$ cat src/rtl/xor_alu_pkg.sv
// Shared definitions for the 16-bit XOR datapath: LFSR constants, FSM states
// and the word-wide keystream advance used by both scrambler and descrambler.
package xor_alu_pkg;

    localparam int unsigned WIDTH        = 16;
    localparam logic [15:0] TAPS         = 16'hB400;  // x^16+x^14+x^13+x^11+1
    localparam logic [15:0] DEFAULT_SEED = 16'hACE1;

    typedef enum logic [0:0] {
        StIdle,
        StRun
    } state_e;

    // One Fibonacci shift: feedback is the parity of the tapped bits.
    function automatic logic [15:0] lfsr_step(input logic [15:0] s);
        return {s[14:0], ^(s & TAPS)};
    endfunction

    // Sixteen shifts unrolled into one combinational cone, one per data word.
    function automatic logic [15:0] lfsr_step16(input logic [15:0] s);
        logic [15:0] r;
        r = s;
        for (int i = 0; i < 16; i++) begin
            r = lfsr_step(r);
        end
        return r;
    endfunction

endpackage

$ cat src/rtl/lfsr16_keystream.sv
// Keystream generator: holds the LFSR state, loads a seed (zero replaced by the
// default seed so the register never locks up at 0) and advances one word.
module lfsr16_keystream
    import xor_alu_pkg::*;
(
    input  logic             clk,
    input  logic             rst,
    input  logic             load_i,
    input  logic             advance_i,
    input  logic [WIDTH-1:0] seed_i,
    output logic [WIDTH-1:0] keystream_o
);

    logic [WIDTH-1:0] lfsr_q, lfsr_d;

    // Next LFSR value: load has priority over advance.
    always_comb begin
        lfsr_d = lfsr_q;
        if (load_i) begin
            lfsr_d = (seed_i == '0) ? DEFAULT_SEED : seed_i;
        end else if (advance_i) begin
            lfsr_d = lfsr_step16(lfsr_q);
        end
    end

    // LFSR register with synchronous reset to the default seed.
    always_ff @(posedge clk) begin
        if (rst) begin
            lfsr_q <= DEFAULT_SEED;
        end else begin
            lfsr_q <= lfsr_d;
        end
    end

    assign keystream_o = lfsr_q;

endmodule

$ cat src/rtl/xor_descrambler.sv
// Additive descrambler: XORs each accepted word with the current keystream and
// presents it through a one-entry registered output stage.
module xor_descrambler
    import xor_alu_pkg::*;
(
    input  logic             clk,
    input  logic             rst,
    input  logic             seed_load,
    input  logic [WIDTH-1:0] seed_in,
    input  logic             in_valid,
    input  logic [WIDTH-1:0] in_data,
    output logic             in_ready,
    output logic             out_valid,
    output logic [WIDTH-1:0] out_data,
    input  logic             out_ready,
    output logic [15:0]      word_count,
    output logic             seeded
);

    state_e           state_q;
    logic             out_valid_q;
    logic [WIDTH-1:0] out_data_q;
    logic [15:0]      word_count_q;
    logic             seeded_q;
    logic [WIDTH-1:0] keystream;
    logic             accept;

    // A seed strobe or reset blocks acceptance so a colliding word is never taken.
    always_comb begin
        in_ready = (state_q == StRun) && (!out_valid_q || out_ready) && !seed_load && !rst;
        accept   = in_valid && in_ready;
    end

    lfsr16_keystream u_keystream (
        .clk         (clk),
        .rst         (rst),
        .load_i      (seed_load),
        .advance_i   (accept),
        .seed_i      (seed_in),
        .keystream_o (keystream)
    );

    // FSM, output register and word counter; drain and accept may coincide.
    always_ff @(posedge clk) begin
        if (rst) begin
            state_q      <= StIdle;
            out_valid_q  <= 1'b0;
            out_data_q   <= '0;
            word_count_q <= '0;
            seeded_q     <= 1'b0;
        end else if (seed_load) begin
            state_q      <= StRun;
            out_valid_q  <= 1'b0;
            word_count_q <= '0;
            seeded_q     <= 1'b1;
        end else if (accept) begin
            out_data_q   <= in_data ^ keystream;
            out_valid_q  <= 1'b1;
            word_count_q <= word_count_q + 16'd1;
        end else if (out_valid_q && out_ready) begin
            out_valid_q  <= 1'b0;
        end
    end

    assign out_valid  = out_valid_q;
    assign out_data   = out_data_q;
    assign word_count = word_count_q;
    assign seeded     = seeded_q;

endmodule

$ cat config.mk
export PLATFORM = sky130hd
export DESIGN_NAME = xor_descrambler
export DESIGN_NICKNAME = d
export VERILOG_FILES = /design/src/rtl/xor_alu_pkg.sv /design/src/rtl/lfsr16_keystream.sv /design/src/rtl/xor_descrambler.sv
export SDC_FILE = /design/constraint.sdc
export NUM_CORES = 1
export LEC_CHECK = 0
export CAP_MARGIN = 20
export CORE_UTILIZATION = 40
export DETAILED_ROUTE_END_ITERATION = 10
export PLACE_DENSITY = 0.72
export SLEW_MARGIN = 20
export SYNTH_ARGS = -nofsm -noshare
export SYNTH_HDL_FRONTEND = slang
export SYNTH_SLANG_ARGS = --single-unit
$ cat constraint.sdc
create_clock -name clk -period 1.8 [get_ports clk]
set_input_delay 0.18 -clock clk [delete_from_list [all_inputs] [get_ports clk]]
set_output_delay 0.18 -clock clk [all_outputs]
set_load 0.05 [all_outputs]
After elaboration in Yosys (flattened, before gate mapping). Cells that the tools add are included.

ROM bits: 0. Memory bits (writable): 0. Word-level logic and storage cells: 43. Input bits: 37. Memories: 0. Bits in latches: 0. Register bits after elaboration: 50. Output and inout bits: 35.

Order comparisons: 0. Multiply operators: 0. Shift-type cells: 0. Equal/unequal tests: 0. Add/sub/neg operators: 1. Bitwise logic cells: 2. Divide/modulo/power cells: 0. Multiplexer cells: 5. Reductions and logical operators: 30.

Operators with widths (count): parity 16 bit (16); 2-to-1 mux 16 bit (3); adder 16 x 1 -> 16 bit (second input constant) (1); zero test 16 bit (1); bitwise XOR 16 bit (1); logical AND 1 bit (5); nonzero test 2 bit (2); zero test 1 bit (3); 2-to-1 mux 1 bit (2); AND reduction 2 bit (1); OR reduction 2 bit (1); logical OR 1 bit (1); inverter 1 bit (1).

Longest topological paths before layout. Gate-level depths: netlist of run 1.

Depth in word-level cells: 8. Depth in mapped cells: 7. Mapped depth without buffers: 5.

By module. From an unflattened synthesis of run 1, not the netlist that was laid out.

Cell total of the unflattened synthesis: 294. Area, all modules: 2646.3 um2.

By module, submodules not included: xor_descrambler (times used 1, sequential area each 680.7 um2, area an instance 1530.2 um2, cells an instance 162); lfsr16_keystream (times used 1, sequential area each 320.3 um2, area an instance 1116.1 um2, cells an instance 132).

Worst setup path after synthesis of run 1. OpenSTA, ideal clock, no wires.

Path type: register -> register. Start point: register seeded (netlist name). End point: register word_count_q[14], in the netlist word_count[14]. Cell stages (with the launch flop): 6. Data required time: 1672 ps. Data arrival time: 1772 ps. Setup time: 128 ps. Path slack: -100 ps. Period minus slack after synthesis: 1900 ps. Cells stage by stage: dfxtp_1 -> nand4_1 -> clkbuf_1 -> nor4_1 -> xnor2_1 -> nor2_1.

RTL lines: end signal: assignment (RTL line xor_descrambler.sv:59) `word_count_q <= word_count_q + 16'd1;`; end: declaration (RTL line xor_descrambler.sv:23) `logic [15:0] word_count_q;`.

Final worst setup path of run 1.
Start point: register word_count_q[11], in the netlist word_count[11]. End point: output port word_count[11].

RTL lines: end: declaration (RTL line xor_descrambler.sv:16) `output logic [15:0] word_count,`.

No word-level cell between the ends.

==> results, run 1 <==
- Once the clock tree was built, the resizer swapped 0 gates to a different size.
- Power comes to 2.80 mW.
- The core outline area is ~6300 um^2.
- STA classifies the critical path endpoint as a primary output.
- The worst path meets setup with 45.9 ps of slack.
- The synthesized design contains 50 register bits.
- Counting both buffers and inverters, the worst setup path holds a total of 1.
- The distinct cell type count of the synthesized netlist is 35.
- The path with the worst hold slack has its endpoint at u_keystream.keystream_o[12].
- Derived from the worst setup path, the maximum achievable clock frequency is 570 MHz.
- The path length in cells of the critical path is 1.
- The total setup buffers inserted after CTS is 0.
- Sorting the synthesized cells by area gives the leading types as sky130_fd_sc_hd__dfxtp_1 38%, sky130_fd_sc_hd__xnor2_1 18%, sky130_fd_sc_hd__nor2_1 6.1%.
- Dividing total power by cell area gives a power density of about 760 nW/um^2.
- The portion of the clock cycle consumed by the worst path in the final layout is 97.5%.
- The mean instance size in the synthesized netlist is ~8.6 um^2.
- The congestion estimate from routability-driven global placement came to 0.850.
- In this run the worst path has a maximum fanout of 5.
- The headroom to the max-slew limit is 66.0%.
- The required time at the endpoint of the critical path is 1620 ps.
- The final layout contains routed wiring with a total length of 6.71 mm.
- Input and output buffers added on the ports amount to 71.
- The first-pass GRT wire length is 11.2 mm.
- The number of global-route vias before repair came to 2303.
- The type of the worst setup path is reg -> out.
- TritonCTS built the clock tree.
- For this block, the via count after detailed routing is approximately 2400.
- STA puts the critical path data arrival time at 1570 ps.
- The setup check on the worst reg-to-reg path leaves a slack of ~90 ps.
- From bottom edge to top edge, the die measures roughly 83 um.
- Counting every net in the synthesized netlist gives between 300 and 400.
- The initial utilization of the core area, before any placement, comes to 41.4%.
- The flow ran to the end, and the final reports show no timing, DRC or antenna violations.
- The final layout contains 426 nets.
- Once detail routing completed, the nets flagged for antenna violations numbered 0.
- The tool flagged a number of max-cap violations equal to 0.
- Across the VDD grid, the largest voltage drop is 410 uV.
- The highest cell delay on the worst timing path is 840 ps.
- The cell sitting at the root of the clock tree is a sky130_fd_sc_hd__clkbuf_8.
- The die boundary width is 83.1 um.
- Synthesis produced 304 cells.
- Summed over all instances, the cell type with the most area after synthesis is sky130_fd_sc_hd__dfxtp_1.
- The average vias per placed instance is 5.15.
- The hold-critical path depth is 3.
- The total iterations of the first detailed-routing run is 4.
- The top-level port count is 72.
- The worst clock skew is approximately 6.8 ps.
- The clock network latency to the later pin of the worst-skew pair is approximately 300 ps.
- The number of failing setup endpoints in the final timing report is 0.
- Dividing the detail-routed wire length by the instance count gives roughly 14 um.
- The remaining global-route overflow is 0.
- The signal on the critical path passes through clkdlybuf4s50_1.
- The analysis attributes to cell leakage a power of around 1.3 nW.
- For this run, the number of standard cells in the final layout without fillers is around 470.
- Measured on the finished design, the core utilization comes to 58.2%.
- The startpoint identified for the worst hold timing path is seed_in[12].
- The iteration-0 DRC count of the detailed router is 117.
- The post-route netlist has between 10% and 20% of its cells at a drive strength greater than 1.
- The clock net in this run drives a total of 50 sinks.
- On the critical path, the stage with the largest delay is an instance of sky130_fd_sc_hd__clkdlybuf4s50_1.
- The die area is around 7000 um^2.
- The longest clock path from root to sink contains 2 buffers.
- The initial antenna violation count is 0.
- The top cell family by delay on the critical path is buffers and inverters.
- The H-tree was split into 2 levels.
- The area growth from synthesis to layout is 40.7%.
- In the routed design, unresolved DRC markers number 0.
- After legalization and detailed placement, the total HPWL measured 4.89 mm.
- The worst-case setup slack after placement is -117 ps.
- The number of cell instances on the worst register-to-register path is 5.
- The capture instance of the worst register-to-register path is u_keystream.keystream_o[2].
- The count of yosys warnings during synthesis is 0.
- The pin count of the biggest net entering global routing is 38.
- The startpoint identified for the worst register-to-register timing path is u_keystream.keystream_o[12].
- The clock-pin slew of the registers on the worst-case setup and hold paths is about 90 ps.
- The worst hold margin is 473 ps.
- The number of endpoints with negative hold slack in the final report came to 0.
- The cell area after synthesis is 2630 um^2.
- In this run the worst hold path is classified as in -> reg.
- The number of pins exceeding their max-slew limit in the final report is 0.
- The number of antenna diodes in the final layout is 0.
- At the pin with the least slew margin, the transition time is 509 ps.
- The number of instances in the placed design is 458.
- Of the post-synthesis cell area, the dominant cell type holds 38.1%.
- In this run, CTS created clock tree buffers numbering 5.
- STA classifies the critical path startpoint as a flip-flop.
- The hold buffer count at CTS is 0.
- The smallest clock period supported by the final layout is computed as 1750 ps.
- The cell row count is 29.
- Across every metal layer, demand over resource in global routing totals 19.8%.
- The post-synthesis sequential area ratio is 38.1%.
[per-layer routing]
metal | vias to the layer above | GRT usage, % | part of all wire [%]
met5 | - | 0 | 0
met4 | 0 | 5.64 | 1.9
met3 | 10 | 4.77 | 8.2
met2 | 91 | 32.7 | 44
met1 | 1087 | 25.8 | 45
li1 | 1208 | - | -
[placed cells by master, fill, tap and decap left out, types with 3 or more instances in the layout]
master / instances
sky130_fd_sc_hd__a211oi_1: 19
sky130_fd_sc_hd__a21oi_1: 14
sky130_fd_sc_hd__buf_12: 3
sky130_fd_sc_hd__buf_4: 27
sky130_fd_sc_hd__clkbuf_8: 6
sky130_fd_sc_hd__clkdlybuf4s50_1: 68
sky130_fd_sc_hd__dfxtp_1: 45
sky130_fd_sc_hd__dfxtp_2: 5
sky130_fd_sc_hd__inv_1: 3
sky130_fd_sc_hd__nand2_1: 19
sky130_fd_sc_hd__nand3_1: 7
sky130_fd_sc_hd__nand4_1: 5
sky130_fd_sc_hd__nor2_1: 43
sky130_fd_sc_hd__nor3_1: 5
sky130_fd_sc_hd__nor4_1: 13
sky130_fd_sc_hd__o21ai_0: 13
sky130_fd_sc_hd__xnor2_1: 54
sky130_fd_sc_hd__xor2_1: 10
[area by class of cell]
type	count	area, um^2
tap	77	96.3
inverter	3	11.3
clock buffer	6	82.6
fill	572	2650
timing repair buffer	100	968
multi-input combinational	228	1500
sequential	50	1010
clock inverter	1	30.0
[registers in the layout, indices dropped and copies added (netlist names)]
name / cells
u_keystream.keystream_o: 16
word_count: 16
out_valid: 1
out_data: 16
seeded: 1
[worst register-to-register path, cell delays in order (launching register included)]
cell	delay (ps)
sky130_fd_sc_hd__dfxtp_1	400
sky130_fd_sc_hd__xor2_1	300
sky130_fd_sc_hd__xor2_2	250
sky130_fd_sc_hd__xnor2_1	100
sky130_fd_sc_hd__or3_1	320
sky130_fd_sc_hd__a311oi_1	260
[worst max-delay path by stage]
stage	from	to
2_1_floorplan	out_valid	word_count[14]
3_3_place_gp	seed_in[10]	u_keystream.keystream_o[9]
3_5_place_dp	seed_in[10]	u_keystream.keystream_o[9]
4_1_cts	word_count[10]	word_count[10]
5_1_grt	u_keystream.keystream_o[11]	u_keystream.keystream_o[2]
6_report	word_count[11]	word_count[11]
[synthesized netlist by cell type]
master	number
sky130_fd_sc_hd__o22ai_1	1
sky130_fd_sc_hd__or2_2	1
sky130_fd_sc_hd__nor2_2	1
sky130_fd_sc_hd__a21oi_1	14
sky130_fd_sc_hd__dfxtp_1	50
sky130_fd_sc_hd__a221oi_1	2
sky130_fd_sc_hd__or3_1	2
sky130_fd_sc_hd__nor4_1	13
sky130_fd_sc_hd__and3_1	2
sky130_fd_sc_hd__a31oi_1	1
sky130_fd_sc_hd__nand3_2	1
sky130_fd_sc_hd__o21ai_0	13
sky130_fd_sc_hd__clkbuf_2	1
sky130_fd_sc_hd__clkbuf_1	18
sky130_fd_sc_hd__and4_1	2
sky130_fd_sc_hd__o21a_1	1
sky130_fd_sc_hd__a22oi_1	2
sky130_fd_sc_hd__ha_1	1
sky130_fd_sc_hd__xor2_2	1
sky130_fd_sc_hd__clkbuf_8	3
sky130_fd_sc_hd__nand2_1	19
sky130_fd_sc_hd__buf_4	1
sky130_fd_sc_hd__xnor2_1	54
sky130_fd_sc_hd__and2_1	1
sky130_fd_sc_hd__nand3_1	7
sky130_fd_sc_hd__inv_1	3
sky130_fd_sc_hd__xor3_1	1
sky130_fd_sc_hd__nor2_1	43
sky130_fd_sc_hd__nor3_1	5
sky130_fd_sc_hd__xor2_1	11
sky130_fd_sc_hd__nand2b_1	2
sky130_fd_sc_hd__a211oi_1	19
sky130_fd_sc_hd__nand4_1	5
sky130_fd_sc_hd__a311oi_1	1
sky130_fd_sc_hd__xnor3_1	2
[through the flow]
stage	cell area (um^2)	setup TNS, ps
final	3700	0
after global routing	3700	-0.273
after CTS	3690	0
after detailed placement	3570	-492
after global placement	3570	-248
after floorplan	2640	0
[cell families after synthesis]
group / Yosys count / synth area share, %
simple gates: 104 / 18.6
flops: 50 / 38.1
xor+xnor: 69 / 24.9
buf+inv: 26 / 5.04
compound gates: 54 / 12.9
fa+ha+maj: 1 / 0.476
[where the power goes]
| part | total (mW) | switching, mW | internal, mW |
|---|---|---|---|
| clock | 0.808 | 0.363 | 0.445 |
| combinational | 0.778 | 0.361 | 0.417 |
| sequential | 1.22 | 0.0651 | 1.15 |
| total | 2.80 | 0.788 | 2.02 |
Note: power is estimated with default switching activity, not from simulation.
==> run 2: changes to the inputs <==
SLEW_MARGIN = 30   (was 20)
==> results of run 2 <==
Final layout, timing and power as in run 1 (identical DEF).
==> run 3: changes to the inputs <==
CORE_ASPECT_RATIO = 2   (was unset)
PLACE_DENSITY = 0.66   (was 0.72)
==> results, run 3 (synthesis results as in run 1) <==
- The global-route track usage on met1 is 21.5% (-4.3 points).
- The headroom to the max-slew limit is 66.5% (+0.50 points).
- The fraction of met3 tracks used by global routing is 4.43% (-0.34 points).
- The clock-pin slew of the registers on the worst-case setup and hold paths was 60 ps (-30 ps).
- The worst clock skew is 4.01 ps (-2.75 ps).
- Setup repair after global routing left no endpoint under its margin.
- The iteration-0 DRC count of the detailed router came to 114 (-2.6%).
- The global placement routability congestion is 0.932 (+9.6%).
- The required time at the endpoint of the critical path is 1620 ps (about the same).
- In this run the most used layer during global routing was met2.
- The core outline area is 6310 um^2 (-0.63%).
- The final net count is 430 (+0.94%).
- The antenna diode count came to 0 (unchanged).
- The pin count of the biggest net entering global routing is 38 (unchanged).
- The final routed wire length divided by cell count is 15.0 um (+4.0%).
- The number of buffers inserted during clock tree synthesis is 5 (unchanged).
- The library cells used most frequently in the layout, excluding fill and tap cells, are 60 x sky130_fd_sc_hd__clkdlybuf4s50_1, 53 x sky130_fd_sc_hd__xnor2_1, 43 x sky130_fd_sc_hd__nor2_1, 43 x sky130_fd_sc_hd__dfxtp_1, 42 x sky130_fd_sc_hd__buf_4.
- The worst-path maximum fanout was 7 (+2).
- The path class of the tightest hold or removal check is reg -> reg.
- The library cell used most frequently in the layout, excluding fill and tap cells, is sky130_fd_sc_hd__clkdlybuf4s50_1.
- The total setup buffers inserted after CTS is 0 (unchanged).
- The number of global-route vias before repair is 2383 (+3.5%).
- The capture point of the critical path is seeded.
- The portion of the clock cycle consumed by the worst path in the final layout is 94.7% (-2.7 points).
- Grouping stages by cell kind, the critical path spends the most delay in buffers and inverters.
- The highest cell delay on the worst timing path is 830 ps (about the same).
- The signal on the critical path passes through clkdlybuf4s50_1.
- The met2 track demand over resource is 41.0% (+8.3 points).
- The largest voltage drop on the vdd net is 598 uV (+46%).
- The number of cell instances on the worst register-to-register path came to 5 (unchanged).
- The path length in cells of the critical path was 1 (unchanged).
- The source of the worst register-to-register timing path is u_keystream.keystream_o[12].
- The area growth from synthesis to layout is 43.8%.
- The maximum number of buffers from clock root to sink was 2 (unchanged).
- The buffer cell driving the clock tree root is sky130_fd_sc_hd__clkbuf_16.
- On the critical path, the stage with the largest delay is an instance of sky130_fd_sc_hd__clkdlybuf4s50_1.
- The non-filler instance count after layout is 479 (+3.0%).
- The number of endpoints with negative hold slack in the final report was 0 (unchanged).
- The share of post-route cells with drive strength above 1 was 17.3% (+5.2 points).
- The final wirelength is 7.18 mm (+7.1%).
- The chip height came to 117 um (+40%).
- The timing startpoint of the critical path is seeded.
- The setup slack of the worst register-to-register path is 110 ps (+20 ps).
- The die boundary width is 59.3 um (-29%).
- The setup path with the least slack is of type reg -> out.
- The routed via count is 2459 (+2.6%).
- The remaining global-route overflow was 0 (unchanged).
- The total buffers and inverters traversed by the critical path was 1 (unchanged).
- The flow ran to the end, and the final reports show no timing, DRC or antenna violations.
- The number of pins exceeding their max-slew limit in the final report came to 0 (unchanged).
- TritonCTS built the clock tree.
- The starting utilization of the core area is 41.7% (+0.26 points).
- The final HPWL from detailed placement was 5.53 mm (+13%).
- The clock network latency to the later pin of the worst-skew pair is 290 ps (about the same).
- The top-level port count is 72 (unchanged).
- The first-pass GRT wire length is 11.2 mm (+0.55%).
- The final critical-path required period came to 1710 ps (-49.0 ps).
- The fmax came to 586 MHz (+2.9%).
- The cell row count is 41 (+41%).
- The worst hold path begins at out_data[6].
- The hold buffer count at CTS was 0 (unchanged).
- The initial antenna violation count is 0 (unchanged).
- The overall track demand over capacity in global routing is 21.9% (+2.1 points).
- The average vias per placed instance is 5.13 (-0.37%).
- The worst setup path is captured at a primary output.
- The total negative slack is 0 ps (unchanged).
- The slew at the pin closest to its max-slew limit came to 501 ps (-7.51 ps).
- The number of instances in the placed design was 471 (+2.8%).
- The die area is 6920 um^2 (+0.29%).
- The number of failing setup endpoints in the final timing report was 0 (unchanged).
- The critical path arrival is 1530 ps (-40 ps).
- The leakage power is 1.33 nW (+2.3%).
- The number of routed nets with antenna violations was 0 (unchanged).
- The TritonCTS sink count is 50 (unchanged).
- The power density relative to cell area is 812 nW/um^2 (+7.1%).
- The capture instance of the worst register-to-register path is u_keystream.keystream_o[2].
- The H-tree depth reported by CTS was 2 (unchanged).
- The DRC violations left came to 0 (unchanged).
- The count of input and output buffers is 71 (unchanged).
- The total iterations of the first detailed-routing run came to 5 (+1).
- The total of max-cap violations is 0 (unchanged).
- The critical path startpoint category is a flip-flop.
run 3: cell count changes in the layout (fill, tap and decap cells not counted), moves of 2 or more:
cell | before | now
sky130_fd_sc_hd__buf_4 | 27 | 42
sky130_fd_sc_hd__clkbuf_16 | 0 | 5
sky130_fd_sc_hd__clkbuf_8 | 6 | 3
sky130_fd_sc_hd__clkdlybuf4s50_1 | 68 | 60
sky130_fd_sc_hd__dfxtp_1 | 45 | 43
sky130_fd_sc_hd__dfxtp_2 | 5 | 7
sky130_fd_sc_hd__dlymetal6s2s_1 | 2 | 0
run 3: area by class of cell:
cell class	count	area (um^2)
multi-input cells	228	1530
flip-flops and latches	50	1010
clock buffers	8	166
fillers	608	2530
repair buffers	104	956
inverters	3	11.3
well taps	86	108
run 3: layer usage:
| layer | up-vias | routed length [um] |
|---|---|---|
| met5 | - | 0 |
| met2 | 74 | 3990 |
| li1 | 1209 | - |
| met1 | 1160 | 2550 |
| met4 | 0 | 287 |
| met3 | 16 | 359 |
run 3: repair_timing:
item | CTS | global route
setup endpoints to repair | 1 | 4
resized for setup | 2 | 5
pin swaps | 0 | 1
run 3: where the power goes:
group | switching (mW) | total (mW) | internal (mW) | leakage (nW)
Sequential | 0.0598 | 1.22 | 1.16 | 0.411
Combinational | 0.398 | 0.825 | 0.427 | 0.841
Clock | 0.401 | 1.03 | 0.629 | 0.0832
Total | 0.859 | 3.07 | 2.21 | 1.33
run 3: per-stage QoR:
step | setup WS, ps | hold slack (ps) | utilization, % | instance area [um^2] | power [mW]
global placement | -217 | 481 | 56.7 | 3580 | 2.03
finish | 94.9 | 498 | 59.9 | 3780 | 3.07
detailed placement | -180 | 490 | 56.7 | 3580 | 2.04
global route | 6.52 | 511 | 59.9 | 3780 | 3.21
floorplan | 7.53 | 316 | - | 2640 | 1.75
CTS | 45.4 | 500 | 59.6 | 3760 | 3.08
run 3: worst min path at each step:
| stage | to | slack [ps] | cells after the start |
|---|---|---|---|
| CTS | out_data[7] | 500 | 2 |
| finish | out_data[6] | 500 | 2 |
| global placement | word_count[1] | 480 | 2 |
| floorplan | u_keystream.keystream_o[14] | 320 | 2 |
| detailed placement | out_data[7] | 490 | 2 |
| global route | out_data[5] | 510 | 2 |
